## src/rtl/stream_fifo_pkg.sv

```systemverilog
// Shared types and elaboration helpers for the stream FIFO.
// fifo_mode_e selects between refusing writes when full and dropping the oldest entry.
package stream_fifo_pkg;

    typedef enum logic {
        FIFO_BACKPRESSURE = 1'b0,
        FIFO_OVERWRITE    = 1'b1
    } fifo_mode_e;

    function automatic bit is_pow2(input int v);
        return (v >= 2) && ((v & (v - 1)) == 0);
    endfunction

endpackage

```

## src/rtl/stream_fifo_mem.sv

```systemverilog
// Storage for stream_fifo: DEPTH x DATA_WIDTH registers, one sync write, one async read.
// Storage is deliberately not reset; validity is tracked by the pointer/count logic.
module stream_fifo_mem #(
    parameter int DATA_WIDTH = 8,
    parameter int DEPTH      = 16,
    parameter int ADDR_WIDTH = $clog2(DEPTH)
) (
    input  logic                  clk,
    input  logic                  i_wr_en,
    input  logic [ADDR_WIDTH-1:0] i_wr_addr,
    input  logic [DATA_WIDTH-1:0] i_wr_data,
    input  logic [ADDR_WIDTH-1:0] i_rd_addr,
    output logic [DATA_WIDTH-1:0] o_rd_data
);

    logic [DATA_WIDTH-1:0] r_mem [DEPTH];

    always_ff @(posedge clk) begin
        if (i_wr_en) begin
            r_mem[i_wr_addr] <= i_wr_data;
        end
    end

    assign o_rd_data = r_mem[i_rd_addr];

endmodule

```

## src/rtl/stream_fifo.sv

```systemverilog
// Single-clock FWFT FIFO with valid/ready on both sides, fill level and almost flags.
// Full behaviour is MODE-selected: refuse writes, or drop the oldest entry and flag overflow.
module stream_fifo
    import stream_fifo_pkg::*;
#(
    parameter int         DATA_WIDTH = 8,
    parameter int         DEPTH      = 16,
    parameter int         AFULL_TH   = DEPTH - 2,
    parameter int         AEMPTY_TH  = 2,
    parameter fifo_mode_e MODE       = FIFO_BACKPRESSURE
) (
    input  logic                     clk,
    input  logic                     rst,
    input  logic                     flush,
    input  logic                     in_valid,
    output logic                     in_ready,
    input  logic [DATA_WIDTH-1:0]    in_data,
    output logic                     out_valid,
    input  logic                     out_ready,
    output logic [DATA_WIDTH-1:0]    out_data,
    output logic [$clog2(DEPTH):0]   count,
    output logic                     almost_full,
    output logic                     almost_empty,
    output logic                     overflow
);

    localparam int ADDR_WIDTH = $clog2(DEPTH);
    localparam int CW         = ADDR_WIDTH + 1;

    localparam logic [ADDR_WIDTH-1:0] PTR_ONE   = 1;
    localparam logic [CW-1:0]         CNT_ONE   = 1;
    localparam logic [CW-1:0]         CNT_FULL  = CW'(DEPTH);
    localparam logic [CW-1:0]         CNT_AFULL = CW'(AFULL_TH);
    localparam logic [CW-1:0]         CNT_AEMPT = CW'(AEMPTY_TH);

    if (!is_pow2(DEPTH)) begin : g_bad_depth
        $error("stream_fifo: DEPTH must be a power of two and >= 2");
    end
    if (AFULL_TH > DEPTH) begin : g_bad_afull
        $error("stream_fifo: AFULL_TH must not exceed DEPTH");
    end
    if (AEMPTY_TH >= DEPTH) begin : g_bad_aempty
        $error("stream_fifo: AEMPTY_TH must be below DEPTH");
    end

    logic [ADDR_WIDTH-1:0] r_wr_ptr;
    logic [ADDR_WIDTH-1:0] r_rd_ptr;
    logic [CW-1:0]         r_count;
    logic                  r_overflow;

    logic w_full;
    logic w_write;
    logic w_read;
    logic w_drop;
    logic w_mem_we;

    assign w_full    = (r_count == CNT_FULL);
    assign in_ready  = (MODE == FIFO_OVERWRITE) ? 1'b1 : !w_full;
    assign out_valid = (r_count != '0);
    assign w_write   = in_valid & in_ready;
    assign w_read    = out_valid & out_ready;
    // Overwrite with no concurrent pop: the write slot is the oldest entry, so retire it.
    assign w_drop    = (MODE == FIFO_OVERWRITE) & w_full & w_write & !w_read;
    assign w_mem_we  = w_write & !rst & !flush;

    always_ff @(posedge clk) begin
        if (rst || flush) begin
            r_wr_ptr   <= '0;
            r_rd_ptr   <= '0;
            r_count    <= '0;
            r_overflow <= 1'b0;
        end else begin
            if (w_write) begin
                r_wr_ptr <= r_wr_ptr + PTR_ONE;
            end
            if (w_read || w_drop) begin
                r_rd_ptr <= r_rd_ptr + PTR_ONE;
            end
            if (w_write && !w_read && !w_drop) begin
                r_count <= r_count + CNT_ONE;
            end else if (w_read && !w_write) begin
                r_count <= r_count - CNT_ONE;
            end
            if (w_drop) begin
                r_overflow <= 1'b1;
            end
        end
    end

    stream_fifo_mem #(
        .DATA_WIDTH (DATA_WIDTH),
        .DEPTH      (DEPTH),
        .ADDR_WIDTH (ADDR_WIDTH)
    ) u_mem (
        .clk       (clk),
        .i_wr_en   (w_mem_we),
        .i_wr_addr (r_wr_ptr),
        .i_wr_data (in_data),
        .i_rd_addr (r_rd_ptr),
        .o_rd_data (out_data)
    );

    assign count        = r_count;
    assign almost_full  = (r_count >= CNT_AFULL);
    assign almost_empty = (r_count <= CNT_AEMPT);
    assign overflow     = r_overflow;

endmodule

```

## config.mk

```make
export PLATFORM = sky130hd
export DESIGN_NAME = stream_fifo
export DESIGN_NICKNAME = d
export VERILOG_FILES = /design/src/rtl/stream_fifo_pkg.sv /design/src/rtl/stream_fifo_mem.sv /design/src/rtl/stream_fifo.sv
export SDC_FILE = /design/constraint.sdc
export NUM_CORES = 1
export LEC_CHECK = 0
export ABC_AREA = 0
export BUFFER_PORTS_ARGS = -buffer_cell sky130_fd_sc_hd__buf_2
export CORE_UTILIZATION = 65
export CTS_BUF_LIST = sky130_fd_sc_hd__clkbuf_4
export CTS_CLUSTER_SIZE = 20
export DETAILED_ROUTE_END_ITERATION = 8
export GPL_TIMING_DRIVEN = 1
export PLACE_DENSITY = 0.86
export SLEW_MARGIN = 15
export SYNTH_ARGS = -nofsm -noshare
export SYNTH_HDL_FRONTEND = slang
export SYNTH_SLANG_ARGS = --single-unit
export TNS_END_PERCENT = 10
```

## constraint.sdc

```tcl
create_clock -name clk -period 4 [get_ports clk]
set_input_delay 0.4 -clock clk [delete_from_list [all_inputs] [get_ports clk]]
set_output_delay 0.4 -clock clk [all_outputs]
set_load 0.01 [all_outputs]
```

==> results of run 1 <==
## cells by family after synthesis
family                   count (synthesis)  share of synthesized area [%]
flip-flops                             145                           72.1
buffers and inverters                   21                           1.75
AO/OA/AOI/OAI                           29                           4.07
AND/OR/NAND/NOR                         73                           5.73
other                                    1                         0.0646
multiplexers                            36                           13.1
XOR/XNOR                                 6                          0.905
adder cells (fa/ha/maj)                 10                           2.29
## routing by layer
| layer | routed length, um | up-vias |
|---|---|---|
| met4 | 212 | 0 |
| met5 | 0 | - |
| met1 | 4460 | 1504 |
| met3 | 588 | 24 |
| met2 | 5450 | 142 |
| li1 | - | 1340 |
## power by group
part           switching [W]  leakage (nW)  internal (W)
Combinational       0.000210         0.653      0.000187
Clock               0.000513         0.173      0.000512
Sequential         0.0000445          1.29       0.00166
Total               0.000768          2.12       0.00236
## worst max path at each step
stage | end | slack, ns
detailed placement | count[4] | 1.32
finish | out_data[5] | 1.02
CTS | out_data[5] | 0.94
global placement | count[4] | 1.44
global route | out_data[5] | 0.81
floorplan | count[4] | 1.53
## stage by stage
step	power (W)	setup WS (ns)	std cells	area (um^2)	hold WS, ns
after floorplan	0.00202	1.53	321	5800	0.459
after global placement	0.00213	1.44	445	6030	0.477
after detailed placement	0.00214	1.32	445	6030	0.491
after CTS	0.00314	0.942	477	6360	0.209
after global routing	0.00325	0.810	477	6360	0.212
final	0.00313	1.02	477	6360	0.257
## synth_stat cells, drive strengths merged, types with 2 or more instances
cell    instances  area [um^2]
or4             3         26.3
a21oi           6         30.0
or2             2         12.5
nor2b           2         12.5
nor2           35          131
nand3           5         25.0
buf            11         63.8
mux4           32          721
or3             3         23.8
nand2          18         67.6
a22oi          16          120
dfxtp          17          340
ha              9          113
mux2i           4         40.0
edfxtp        128         3840
clkbuf          4         15.0
xor2            5         43.8
o211ai          2         28.8
inv             6         22.5
## worst reg2reg max path: stages (launching register included)
cell	delay, ns
dfxtp_1	0.45
nor4_1	0.55
a21boi_2	0.24
ha_1	0.29
fa_1	0.41
nand2b_1	0.16
a21oi_1	0.17
mux2i_1	0.24
mux2i_1	0.19
## final cells by class
cell class	instances	share of cell area [%]
sequential	145	65.8
multi-input combinational	155	23.9
clock inverter	13	2.91
timing repair buffer	31	2.71
clock buffer	19	2.24
tap	108	2.12
inverter	6	0.354
## sequential cells by signal, summed over array words and instances (netlist names), named ones only
name and flops:
r_rd_ptr 4, count 5, u_mem.r_mem 128, r_wr_ptr 4
==> flow_metrics.py, run 1 <==
metrics = {
    "final_layout": {
        "layout_common_cells": "edfxtp_1 (128), nor2_1 (35), mux4_2 (32)",
        "fin_util_pct": 73.3,
        "regArea_um2": 4190,
        "multiInputGateArea_um2": 1520,
        "area_delta_synth_final_pct": 9.61,
        "layout_commonest_cell": "edfxtp_1",
        "nNetsFinal": 379,
        "drive_gt1_share_pct": 28.2,
        "fillCellCount": 524,
        "n_antenna_cell": 0,
    },
    "synth": {
        "ys_warn_count": 0,
        "synth.distinct_cells": 38,
        "synth-seq-cells": 145,
        "syn_nets": 344,
        "syn_inst": 321,
        "syn_area_per_cell_um2": 18.1,
        "syn_area_um2": 5800,
        "synthArstFlopShare_pct": 0,
        "ys.flop_type": "edfxtp_1",
        "synth_edf_count": 128,
        "ys_seq_area_share_pct": 72.1,
    },
    "worst_setup_path": {
        "rr_endpoint": "count[4]",
        "crit_arrival_ns": 2.58,
        "rr_worst_depth": 8,
        "crit_path_max_fanout": 17,
        "cp_num_buf_inv": 2,
        "crit_chain": "buf_12 > mux4_2 > a22oi_1 > nand2_1 > buf_2",
        "reg2reg_setup_slack_ns": 1.25,
        "endpoint_kind": "output pin",
        "cp.required_ns": 3.60,
        "crit_family": "flip-flops",
        "cp_slowest_stage_delay_ns": 0.74,
        "reg2reg_from": "count[1]",
        "critical_path_depth": 5,
        "crit_type": "flip-flop to output pin",
        "startpoint_type": "flip-flop",
        "critPathSlowestCell": "dfxtp_2",
    },
    "min_path": {
        "whs_endpoint": "u_mem.r_mem[12][4]",
        "min_from": "in_data[4]",
        "hp-class": "primary input to flip-flop",
        "min_path_cells": 1,
    },
    "global_route": {
        "grt_max_degree": 33,
        "met1_usage_pct": 34.4,
        "grt-busiest-layer": "met2",
        "grt_usage_pct": 25.8,
        "antenna_found_initial": 0,
        "grt_pass1_vias": 3080,
        "grt_pass1_wl_um": 16400,
        "overflow": 0,
        "met3_usage_pct": 6.89,
        "grtUsageMet2_pct": 41.5,
    },
    "die": {
        "rows": 34,
        "die-area_um2": 9310,
        "io_pins": 31,
        "core_um2": 8680,
        "fp.dieH_um": 96.5,
        "die_w_um": 96.5,
        "start_util_pct": 66.9,
    },
    "timing": {
        "rsz0062_at_grt": "no",
        "skew_ns": 0.0165,
        "timing.final.crit_share_pct": 74.5,
        "drv_slew": 0,
        "setup_viol": 0,
        "hold_violations": 0,
        "worst_pin_slew_ns": 0.878,
        "fmax_mhz": 336,
        "setup_tns_ns": 0,
        "layout_min_cycle_time_ns": 2.98,
        "relSlewSlack_pct": 41.3,
    },
    "cts": {
        "cts-root-buf": "clkbuf_4",
        "cts_buffers": 17,
        "clk_latency_ns": 0.52,
        "cts_resized": 0,
        "h-tree-depth": 4,
        "clk_pin_slew_ns": 0.12,
        "postCtsSetupBuffers": 0,
        "ctsHoldBuffers": 0,
        "cts_tree": "done",
        "cts_max_path_buffers": 2,
        "cts.sinks": 145,
    },
    "pwr": {
        "peakVddDrop_mv": 0.357,
        "power_density_nw_per_um2": 492,
        "power.leakage_nw": 2.12,
    },
    "route": {
        "vias": 3010,
        "ant_nets": 0,
        "wirelength_um": 10700,
        "viasPerCell": 6.31,
        "drc": 0,
        "wl_per_cell_um": 22.5,
        "drt-initial-drc-count": 267,
        "drtPass1Iterations": 5,
    },
    "placement": {
        "gp_congestion": 0.811,
        "dp_hpwl_um": 6960,
        "port_buffers": 29,
    },
    "outcome": {
        "outcome": "finished, final reports clean",
    },
    "flow_run": {
        "cap_violations": 0,
    },
}
(Power assumes the default switching activity.)
==> inputs of run 2 (changes only) <==
ABC_AREA = 1   (was 0)
CORE_UTILIZATION = 64   (was 65)
PLACE_DENSITY = 0.85   (was 0.86)
clock period = 2.75 ns   (was 4 ns; I/O delays follow)
==> run 2 against run 1 <==
Clock power grew 51%. Hold slack lost 0.20 ns. Largest power group unchanged. Combinational power grew 62%. Critical path type unchanged. Core utilization shrank 1.6 points.
==> flow_metrics.py, run 2 <==
metrics = {
    "synth": {
        "syn_nets": 691,
        "synth.area.top_cells": "edfxtp_1 (59%), nand2_1 (11%), nand3_1 (8.2%)",
        "synthArstFlopShare_pct": 0,
        "ys_warn_count": 0,
        "syn_area_per_cell_um2": 9.81,
        "synth-seq-cells": 145,
        "yosys.area.top_type": "edfxtp_1",
        "synth_edf_count": 128,
        "syn_area_um2": 6550,
        "synthTopCellsByCount": "nand2_1 (190), edfxtp_1 (128), inv_1 (119)",
        "yosys.area.top_type_share_pct": 58.7,
        "ys_seq_area_share_pct": 63.9,
        "syn_inst": 668,
        "yosysMostFrequentCell": "nand2_1",
        "synth.distinct_cells": 26,
        "ys.flop_type": "edfxtp_1",
    },
    "die": {
        "start_util_pct": 66.4,
        "rows": 36,
        "core_um2": 9860,
        "fp.dieH_um": 103,
        "die_w_um": 103,
        "die-area_um2": 10600,
        "io_pins": 31,
    },
    "timing": {
        "fmax_mhz": 393,
        "timing.final.crit_share_pct": 92.5,
        "fin_hold_ws_ns": 0.0615,
        "hold_violations": 0,
        "setup_viol": 0,
        "skew_ns": 0.0167,
        "drv_slew": 0,
        "relSlewSlack_pct": 44.3,
        "setup_ws_ns": 0.206,
        "worst_pin_slew_ns": 0.833,
        "setup_tns_ns": 0,
        "layout_min_cycle_time_ns": 2.54,
        "rsz0062_at_grt": "no",
    },
    "cts": {
        "cts_resized": 0,
        "ctsHoldBuffers": 0,
        "postCtsSetupBuffers": 0,
        "clk_pin_slew_ns": 0.13,
        "cts_buffers": 17,
        "clk_latency_ns": 0.54,
        "cts.sinks": 145,
        "cts-root-buf": "clkbuf_4",
        "h-tree-depth": 4,
        "cts_tree": "done",
        "cts_max_path_buffers": 2,
    },
    "worst_setup_path": {
        "startpoint_type": "flip-flop",
        "rr_endpoint": "count[3]",
        "cp.required_ns": 2.48,
        "crit_path_max_fanout": 64,
        "endpoint_kind": "output pin",
        "crit_arrival_ns": 2.27,
        "reg2reg_from": "count[2]",
        "crit_type": "flip-flop to output pin",
        "rr_worst_depth": 12,
        "reg2reg_setup_slack_ns": 0.36,
    },
    "route": {
        "drc": 0,
        "vias": 4720,
        "wirelength_um": 14600,
        "drt-initial-drc-count": 462,
        "viasPerCell": 5.60,
        "ant_nets": 0,
        "drtPass1Iterations": 6,
        "wl_per_cell_um": 17.4,
    },
    "pwr": {
        "p_sw_w": 0.00126,
        "pwr-share-clk_pct": 33.3,
        "switching_share_pct": 27.2,
        "power_density_nw_per_um2": 656,
        "p_int_w": 0.00337,
        "peakVddDrop_mv": 0.367,
        "seq_power_share_pct": 52.8,
        "power.leakage_nw": 3.07,
        "pwr-share-comb_pct": 13.9,
    },
    "min_path": {
        "whs_endpoint": "r_rd_ptr[2]",
        "min_path_cells": 3,
        "min_from": "out_ready",
        "hp-class": "primary input to flip-flop",
    },
    "final_layout": {
        "top_register": "u_mem.r_mem",
        "n_antenna_cell": 0,
        "fillCellCount": 651,
        "largest_reg_flops": 128,
        "drive_gt1_share_pct": 12.0,
        "nNetsFinal": 720,
        "layout_commonest_cell": "nand2_1",
        "layout_common_cells": "nand2_1 (190), edfxtp_1 (128), inv_1 (119)",
        "area_delta_synth_final_pct": 7.93,
    },
    "placement": {
        "gp_congestion": 0.874,
        "dp_slack_ns": 0.400,
        "dp_hpwl_um": 9070,
        "port_buffers": 29,
    },
    "flow_run": {
        "cap_violations": 0,
    },
    "global_route": {
        "antenna_found_initial": 0,
        "met1_usage_pct": 36.5,
        "grt_pass1_vias": 4786,
        "grt-busiest-layer": "met2",
        "grt_pass1_wl_um": 23000,
        "grt_usage_pct": 30.2,
        "grtUsageMet2_pct": 48.5,
        "met3_usage_pct": 8.00,
        "overflow": 0,
        "grt_max_degree": 65,
    },
    "outcome": {
        "outcome": "finished, final reports clean",
    },
}
[run 2: final cells by class]
class	count	area, um^2	share of cell area, %
Clock inverter	14	201	2.85
Inverter	123	467	6.60
Tap cell	133	166	2.35
Sequential cell	145	4190	59.2
Multi-Input combinational cell	374	1720	24.3
Clock buffer	18	135	1.91
Timing Repair Buffer	36	198	2.80
[run 2: critical path: stages (launching register included)]
cell and delay, ns:
dfxtp_2 0.38, buf_4 0.53, nand2_1 0.12, nand2_1 0.12
nand2_1 0.05, nand3_1 0.10, nand3_1 0.15, nand2_1 0.11
buf_2 0.13
[run 2: worst max-delay path by stage]
| stage | start | to | slack [ns] |
|---|---|---|---|
| after floorplan | count[2] | count[3] | 0.58 |
| after global placement | count[2] | count[3] | 0.54 |
| after detailed placement | count[2] | count[3] | 0.40 |
| after CTS | flip-flop | out_data[6] | 0.10 |
| after global routing | flip-flop | out_data[6] | 0.03 |
| final | flip-flop | out_data[6] | 0.21 |
[run 2: cells by family after synthesis]
family / Yosys count / share of synthesized area, %
compound gates: 17 / 1.34
xor+xnor: 3 / 0.401
fa+ha+maj: 10 / 2.02
buf+inv: 149 / 9.91
flops: 145 / 63.9
other cells: 1 / 0.0573
simple gates: 343 / 22.4
[run 2: per-layer routing]
metal | vias up | share of wire [%]
met4 | 0 | 3.8
li1 | 2202 | -
met1 | 2182 | 37
met2 | 275 | 50
met3 | 61 | 9.3
met5 | - | 0
[run 2: power groups by stage]
stage                     Clock [W]  Sequential (W)  Combinational (W)
after global routing        0.00165         0.00245           0.000714
after detailed placement          0         0.00250           0.000628
after floorplan                   0         0.00250           0.000438
after CTS                   0.00156         0.00245           0.000639
after global placement            0         0.00249           0.000594
final                       0.00154         0.00245           0.000645
[run 2: metrics by stage]
stage | instance area [um^2] | cells | power, W | util (%)
6_report | 7070 | 843 | 0.00464 | 71.7
2_1_floorplan | 6550 | 668 | 0.00293 | -
5_1_grt | 7070 | 843 | 0.00481 | 71.7
3_5_place_dp | 6730 | 811 | 0.00313 | 68.2
4_1_cts | 7070 | 843 | 0.00465 | 71.6
3_3_place_gp | 6730 | 811 | 0.00309 | 68.2
==> inputs of run 3 (changes only) <==
CORE_UTILIZATION = 63   (was 64)
PLACE_DENSITY = 0.83   (was 0.85)
SYNTH_HIERARCHICAL = 1   (was unset)
==> run 3 against run 2 <==
Routed wire length decreased by 3.8%. Cell area shrank 1.6%. Largest power group unchanged. Synthesized area fell by 1.5%. Clock skew up 0.0055 ns. Core utilization decreased by 1.1 points. Via count decreased by 2.1%. Clock-buffer cell count down 1. Cell count down 1.1%. Die area is 0.11% higher. Highest routed layer unchanged.
==> flow_metrics.py, run 3 <==
metrics = {
    "pwr": {
        "power.leakage_nw": 3.03,
        "power_density_nw_per_um2": 657,
        "peakVddDrop_mv": 0.449,
    },
    "cts": {
        "h-tree-depth": 4,
        "cts_buffers": 17,
        "cts_resized": 0,
        "cts_max_path_buffers": 2,
        "cts-root-buf": "clkbuf_4",
        "cts_tree": "done",
        "clk_latency_ns": 0.53,
        "clk_pin_slew_ns": 0.13,
        "postCtsSetupBuffers": 0,
        "cts.sinks": 141,
        "ctsHoldBuffers": 0,
    },
    "die": {
        "die-area_um2": 10700,
        "rows": 36,
        "io_pins": 31,
        "start_util_pct": 65.4,
        "core_um2": 9860,
        "die_w_um": 103,
        "fp.dieH_um": 103,
    },
    "global_route": {
        "grt_max_degree": 68,
        "antenna_found_initial": 0,
        "grt_pass1_vias": 4211,
        "grt_usage_pct": 29.0,
        "grt_pass1_wl_um": 21700,
        "overflow": 0,
    },
    "worst_setup_path": {
        "crit_arrival_ns": 2.23,
        "reg2reg_setup_slack_ns": 0.37,
        "crit_path_max_fanout": 67,
        "rr_endpoint": "u_mem/r_mem[0][3]",
        "endpoint_kind": "output pin",
        "rr_worst_depth": 6,
        "cp.required_ns": 2.48,
        "crit_type": "flip-flop to output pin",
        "reg2reg_from": "count[1]",
        "startpoint_type": "flip-flop",
    },
    "min_path": {
        "min_path_cells": 3,
        "min_from": "out_ready",
        "whs_endpoint": "r_rd_ptr[2]",
        "hp-class": "primary input to flip-flop",
    },
    "timing": {
        "fmax_mhz": 399,
        "fin_hold_ws_ns": 0.0693,
        "hold_violations": 0,
        "setup_viol": 0,
        "skew_ns": 0.0222,
        "setup_tns_ns": 0,
        "worst_pin_slew_ns": 0.703,
        "drv_slew": 0,
        "relSlewSlack_pct": 53.0,
        "layout_min_cycle_time_ns": 2.51,
        "timing.final.crit_share_pct": 91.2,
        "rsz0062_at_grt": "no",
    },
    "synth": {
        "synthArstFlopShare_pct": 0,
        "synth_edf_count": 128,
        "yosysMostFrequentCell": "nand2_1",
        "syn_area_per_cell_um2": 9.78,
        "synth.area.top_cells": "edfxtp_1 (60%), nand2_1 (11%), nand3_1 (8.3%)",
        "ys_seq_area_share_pct": 63.6,
        "synth.distinct_cells": 28,
        "syn_inst": 660,
        "synthTopCellsByCount": "nand2_1 (195), edfxtp_1 (128), inv_1 (113)",
        "syn_area_um2": 6450,
        "synth-seq-cells": 141,
        "yosys.area.top_type_share_pct": 59.5,
        "yosys.area.top_type": "edfxtp_1",
        "syn_nets": 680,
        "ys_warn_count": 6,
        "ys.flop_type": "edfxtp_1",
    },
    "route": {
        "drc": 0,
        "wirelength_um": 14100,
        "viasPerCell": 5.54,
        "wl_per_cell_um": 16.9,
        "ant_nets": 0,
        "drt-initial-drc-count": 554,
        "vias": 4621,
        "drtPass1Iterations": 6,
    },
    "final_layout": {
        "area_delta_synth_final_pct": 7.79,
        "fillCellCount": 689,
        "layout_common_cells": "nand2_1 (195), edfxtp_1 (128), inv_1 (113)",
        "n_antenna_cell": 0,
        "layout_commonest_cell": "nand2_1",
        "drive_gt1_share_pct": 12.0,
        "top_register": "u_mem/r_mem",
        "largest_reg_flops": 128,
        "nNetsFinal": 708,
    },
    "placement": {
        "gp_congestion": 0.926,
        "dp_hpwl_um": 8990,
        "port_buffers": 29,
    },
    "flow_run": {
        "cap_violations": 0,
    },
    "outcome": {
        "outcome": "finished, final reports clean",
    },
}
[run 3: power by group]
part / internal [W] / switching (W) / total [W]
Sequential: 0.00236 / 0.0000432 / 0.00240
Clock: 0.000595 / 0.000852 / 0.00145
Combinational: 0.000235 / 0.000486 / 0.000721
Total: 0.00319 / 0.00138 / 0.00457
[run 3: area by class of cell]
class                   count  area, um^2  area share, %
clock inverters            15         195           2.81
well taps                 133         166           2.39
repair buffers             35         190           2.73
clock buffers              17         128           1.83
flip-flops and latches    141        4110           59.0
multi-input cells         374        1730           24.8
inverters                 119         447           6.42
[run 3: kinds of logic (layout without fill, tap and decap cells)]
| logic type | count (synthesis) | after routing | synth area share, % |
|---|---|---|---|
| AND/OR/NAND/NOR | 351 | 351 | 23.7 |
| buffers and inverters | 145 | 186 | 9.69 |
| flip-flops | 141 | 141 | 63.6 |
| AO/OA/AOI/OAI | 11 | 11 | 0.969 |
| adder cells (fa/ha/maj) | 7 | 7 | 1.47 |
| XOR/XNOR | 4 | 4 | 0.543 |
| other | 1 | 1 | 0.0581 |
[run 3: worst max path at each step]
stage                     cells past startpoint                  to   startpoint
after detailed placement                      5   u_mem/r_mem[5][3]          rst
final                                         7         out_data[5]  r_rd_ptr[0]
after global placement                        5  u_mem/r_mem[15][2]          rst
after CTS                                     6         out_data[2]  r_rd_ptr[1]
after global routing                          7         out_data[5]  r_rd_ptr[0]
after floorplan                              12            count[4]     count[0]
[run 3: per-layer routing]
layer | global-route usage [%] | up-vias | share of wire, %
li1 | - | 2182 | -
met1 | 39.6 | 2111 | 40
met2 | 45.7 | 283 | 47
met3 | 6.45 | 45 | 10
met4 | 11.9 | 0 | 3.3
met5 | 0 | - | 0
[run 3: through the flow]
stage | instance area, um^2 | std cells | power, W | setup WS, ns | utilization, %
2_1_floorplan | 6450 | 660 | 0.00295 | 0.703 | -
3_3_place_gp | 6630 | 802 | 0.00313 | 0.556 | 67.3
3_5_place_dp | 6630 | 802 | 0.00315 | 0.496 | 67.3
4_1_cts | 6960 | 834 | 0.00459 | 0.164 | 70.5
5_1_grt | 6960 | 834 | 0.00476 | 0.0990 | 70.5
6_report | 6960 | 834 | 0.00457 | 0.243 | 70.5
[run 3: critical path, stage by stage, from the launching register on]
cell and delay [ns]:
dfxtp_2 0.36, buf_4 0.53, nand2_1 0.17, nand3_1 0.14, nand3_1 0.10, nand3_1 0.12, nand2_1 0.10, buf_2 0.15
